[config.mk]
export PLATFORM = sky130hd
export DESIGN_NAME = serial_logic_alu
export DESIGN_NICKNAME = d
export VERILOG_FILES = /design/src/rtl/alu_ops_pkg.sv /design/src/rtl/one_bit_logic_slice.sv /design/src/rtl/serial_logic_alu.sv
export SDC_FILE = /design/constraint.sdc
export NUM_CORES = 1
export LEC_CHECK = 0
export CORE_MARGIN = 2
export CORE_UTILIZATION = 51
export CTS_CLUSTER_SIZE = 8
export DETAILED_ROUTE_END_ITERATION = 8
export GPL_ROUTABILITY_DRIVEN = 0
export PLACE_DENSITY = 0.78
export REMOVE_ABC_BUFFERS = 1
export SLEW_MARGIN = 20
export SYNTH_ARGS = -nofsm -noshare
export SYNTH_HDL_FRONTEND = slang
export SYNTH_SLANG_ARGS = --single-unit
[constraint.sdc]
create_clock -name clk -period 1.9 [get_ports clk]
set_input_delay 0.19 -clock clk [delete_from_list [all_inputs] [get_ports clk]]
set_output_delay 0.19 -clock clk [all_outputs]
set_load 0.01 [all_outputs]
[src/rtl/alu_ops_pkg.sv]
// Shared encodings for the bit-serial logic unit: {m,s} function selects and FSM states.
package alu_ops_pkg;

  localparam logic [2:0] OP_PASS_A    = 3'b000;
  localparam logic [2:0] OP_NOT_A     = 3'b001;
  localparam logic [2:0] OP_XOR       = 3'b010;
  localparam logic [2:0] OP_XNOR      = 3'b011;
  localparam logic [2:0] OP_OR        = 3'b110;
  localparam logic [2:0] OP_NOTA_OR_B = 3'b111;

  typedef enum logic [1:0] {
    ST_IDLE  = 2'd0,
    ST_SHIFT = 2'd1,
    ST_DONE  = 2'd2
  } state_t;

endpackage

[src/rtl/one_bit_logic_slice.sv]
// Combinational one-bit logic slice; {m,s} selects the per-bit function.
module one_bit_logic_slice
  import alu_ops_pkg::*;
(
  input  logic       m,
  input  logic [1:0] s,
  input  logic       a,
  input  logic       b,
  output logic       f
);

  // When s[1] is 0 the mode bit is ignored, so both m values decode alike.
  always_comb begin
    f = 1'b0;
    case ({m, s})
      OP_PASS_A:    f = a;
      OP_NOT_A:     f = ~a;
      3'b100:       f = a;
      3'b101:       f = ~a;
      OP_XOR:       f = a ^ b;
      OP_XNOR:      f = ~(a ^ b);
      OP_OR:        f = a | b;
      OP_NOTA_OR_B: f = (~a) | b;
      default:      f = 1'b0;
    endcase
  end

endmodule

[src/rtl/serial_logic_alu.sv]
// Bit-serial WIDTH-bit logic unit: captures a command, streams operands LSB-first
// through one logic slice, and publishes the registered result with a done pulse.
module serial_logic_alu
  import alu_ops_pkg::*;
#(
  parameter int WIDTH = 8
) (
  input  logic             clk,
  input  logic             reset,
  input  logic             start,
  input  logic             m,
  input  logic [1:0]       s,
  input  logic [WIDTH-1:0] a,
  input  logic [WIDTH-1:0] b,
  output logic             busy,
  output logic             done,
  output logic [WIDTH-1:0] f,
  output logic             zero,
  output logic [1:0]       o_dbg_state
);

  localparam int CW = $clog2(WIDTH);

  state_t           r_state;
  state_t           w_next_state;
  logic             r_m;
  logic [1:0]       r_s;
  logic [WIDTH-1:0] r_a;
  logic [WIDTH-1:0] r_b;
  logic [WIDTH-1:0] r_res;
  logic [CW-1:0]    r_cnt;
  logic             r_busy;
  logic             r_done;
  logic [WIDTH-1:0] r_f;
  logic             r_zero;
  logic             w_bit;
  logic             w_last;
  logic [WIDTH-1:0] w_res_next;

  one_bit_logic_slice u_slice (
    .m (r_m),
    .s (r_s),
    .a (r_a[0]),
    .b (r_b[0]),
    .f (w_bit)
  );

  assign w_last     = (r_cnt == CW'(WIDTH - 1));
  assign w_res_next = {w_bit, r_res[WIDTH-1:1]};

  always_ff @(posedge clk or posedge reset) begin
    if (reset) r_state <= ST_IDLE;
    else       r_state <= w_next_state;
  end

  always_comb begin
    w_next_state = r_state;
    case (r_state)
      ST_IDLE:  if (start) w_next_state = ST_SHIFT;
      ST_SHIFT: if (w_last) w_next_state = ST_DONE;
      ST_DONE:  w_next_state = ST_IDLE;
      default:  w_next_state = ST_IDLE;
    endcase
  end

  // The counter holds at its last value; only a new capture in IDLE returns it to 0.
  always_ff @(posedge clk or posedge reset) begin
    if (reset) begin
      r_m    <= 1'b0;
      r_s    <= 2'b00;
      r_a    <= '0;
      r_b    <= '0;
      r_res  <= '0;
      r_cnt  <= '0;
      r_busy <= 1'b0;
      r_done <= 1'b0;
      r_f    <= '0;
      r_zero <= 1'b1;
    end else begin
      case (r_state)
        ST_IDLE: begin
          r_done <= 1'b0;
          if (start) begin
            r_m    <= m;
            r_s    <= s;
            r_a    <= a;
            r_b    <= b;
            r_cnt  <= '0;
            r_busy <= 1'b1;
          end
        end
        ST_SHIFT: begin
          r_res <= w_res_next;
          r_a   <= r_a >> 1;
          r_b   <= r_b >> 1;
          if (w_last) begin
            r_f    <= w_res_next;
            r_zero <= (w_res_next == '0);
            r_busy <= 1'b0;
            r_done <= 1'b1;
          end else begin
            r_cnt <= r_cnt + CW'(1);
          end
        end
        ST_DONE: r_done <= 1'b0;
        default: begin
          r_busy <= 1'b0;
          r_done <= 1'b0;
        end
      endcase
    end
  end

  assign busy        = r_busy;
  assign done        = r_done;
  assign f           = r_f;
  assign zero        = r_zero;
  assign o_dbg_state = r_state;

endmodule

==> metrics <==
hold_ws 0.260 ns; Critical Path Sink Type flop; design area 2320 µm²; H-tree depth 2; dpl cell area 2230 µm²; largest net degree at the start of global routing 43; Worst Path Arrival 1.95 ns; core area 3420 µm²; First DRT Iteration DRCs 58; max_slew headroom 66.3%; min setup slack post-route 0.180 ns; antenna fix cells 0; share of cells above drive strength 1 9.18%; Synth Register Bits 42; initial antenna violation count 0; crit path max fanout 10; HP Class in -> async; DRC viols 0; die area 4110 µm²; Vias/cell 5.10; first-pass GRT wire length 5.65 mm; worst path cell trace ha_1 > ha_1 > nand3b_1 > mux2_1; Detailed Place HPWL 2.42 mm; global route total overflow 0; vias 1290; hold-fix buffers at CTS 0; Hold Fails Final Rpt 0; max-slew violations 0; sequential share of the synthesized area 57.1%; startpoint type of the worst setup path flop; most frequent cells in the layout dfrtp_1 (41), nand2_1 (39), clkdlybuf4s50_1 (34), o21ai_1 (19), mux2i_1 (16); I/O Pins 35; Synth Instances 166; number of global-route vias before repair 1261; Final min period 1.72 ns; Worst path top cell family by delay adder cells; Nets 230; PortBufs 34; slowest CP cell dfrtp_1; setup bufs post-CTS 0; unrepaired setup endpoints after global routing false; # clock sinks 42; max incr delay on CP 0.42 ns; Synth Area per Inst 11.1 µm²; mean routed wirelength per cell 12.6 µm; cts repair resizes 0; most frequent CP cell ha_1; top-area cell type share of the netlist area 55.6%; Buf/Inv on CP 0; worst-margin pin slew 0.505 ns; PD cells 1490 nW/µm²; worst endpoint required time 2.13 ns; Yosys top cell by area dfrtp_1; leading cell type in the layout, fill and taps excluded dfrtp_1; final core utilization 67.8%; Site Rows 21; GRT Overall Usage 17.9%; Ys Warns 0; final period utilization 90.5%; First-pass DRT Iterations 4; Crit Path Class reg -> reg; worst skew pair latency 0.34 ns; CTS Buffer Depth 2; Area Growth Syn to Fin 25.6%; DRT antenna net count 0; outcome finished, final reports clean; Fmax 582 MHz; Inserted Clock Buffers 5; final setup vio count 0; Clock Skew 0.0134 ns; pre-CTS setup slack 0.183 ns; VDD IR max 0.775 mV; TritonCTS clock tree yes; DIE WIDTH 64.1 µm; Yosys cell types 29; Routed WL 3.20 mm; max-cap violation count 0; Area contributors post-synth dfrtp_1 (56%), mux2i_1 (8.7%), nand2_1 (7.9%); Initial Utilization 54.0%; leak pwr 1.11 nW; Synth Cell Area 1840 µm²; clock transition at the registers of the reported paths 0.12 ns; Root Driver clkbuf_4; Die Y 64.1 µm
==> cells in the mapped netlist <==
master	count
ha_1	2
and3b_1	1
nand3b_1	1
dfrtp_1	41
a21oi_1	2
and2b_1	1
a21o_1	1
a21oi_2	1
inv_1	4
or3_1	2
o21bai_2	1
nor3_1	1
buf_2	2
nand2_1	39
o21ai_1	19
nand2b_1	3
nor2_1	2
mux2_1	10
xor2_1	1
or4_1	1
buf_4	4
mux2_2	1
a22o_1	1
inv_2	1
o21ai_0	1
mux2i_1	16
buf_6	2
nor2b_1	4
dfstp_2	1
==> layer usage <==
| metal | track usage (%) | wire length (µm) | vias up |
|---|---|---|---|
| met5 | 0 | 0 | - |
| met4 | 7.18 | 65 | 0 |
| met3 | 4.40 | 130 | 8 |
| met2 | 29.8 | 1630 | 32 |
| met1 | 22.4 | 1370 | 614 |
| li1 | - | - | 636 |
==> where the power goes <==
part / leakage (nW) / internal, mW / total (mW) / switching, mW
clock network: 0.0455 / 0.315 / 0.585 / 0.271
registers: 0.524 / 1.29 / 1.55 / 0.264
logic: 0.538 / 0.699 / 1.31 / 0.608
==> final timing paths <==
path                            slack (ns)       end     start  cells after the start
worst min-delay path                  0.26  r_cnt[1]     reset                      3
worst max-delay path                  0.18      f[1]  r_cnt[0]                      4
min in group clk                      0.46       r_m         m                      2
worst min register to register        0.50      f[2]      f[2]                      1
worst max register to register        0.18      f[1]  r_cnt[0]                      4
max in group asynchronous             1.27      zero     reset                      3
==> worst reg2reg max path, delay by kind of cell, from the launching register on <==
kind,cells,cell delay (ns)
multiplexers,1,0.37
flip-flops,1,0.42
AND/OR/NAND/NOR,1,0.39
adder cells (fa/ha/maj),2,0.44
==> metrics by stage <==
stage          cells  setup TNS, ns  total power, mW
2_1_floorplan    158         -0.118             2.34
4_1_cts          253              0             3.49
6_report         253              0             3.44
3_5_place_dp     245              0             2.90
5_1_grt          253              0             3.73
3_3_place_gp     245              0             2.81
==> state kept, by name, summed over array words and instances (netlist names) <==
signal,count
busy,1
done,1
f,8
o_dbg_state,2
r_a,8
r_b,8
r_cnt,3
r_m,1
r_res,7
r_s,2
zero,1
==> cells by family after synthesis <==
group / Yosys count / share of synthesized area, %
flops: 42 / 57.1
fa+ha+maj: 2 / 1.36
simple gates: 55 / 13.4
mux: 27 / 15.4
compound gates: 26 / 7.94
buf+inv: 13 / 4.41
xor+xnor: 1 / 0.475
==> area by class of cell <==
cell class	count	area [µm²]
Multi-Input combinational cell	111	711
Clock buffer	7	55.1
Fill cell	278	1100
Timing Repair Buffer	41	393
Clock inverter	1	30.0
Tap cell	46	57.6
Sequential cell	42	1050
Inverter	5	18.8
Power figures use the tool's default switching activity.
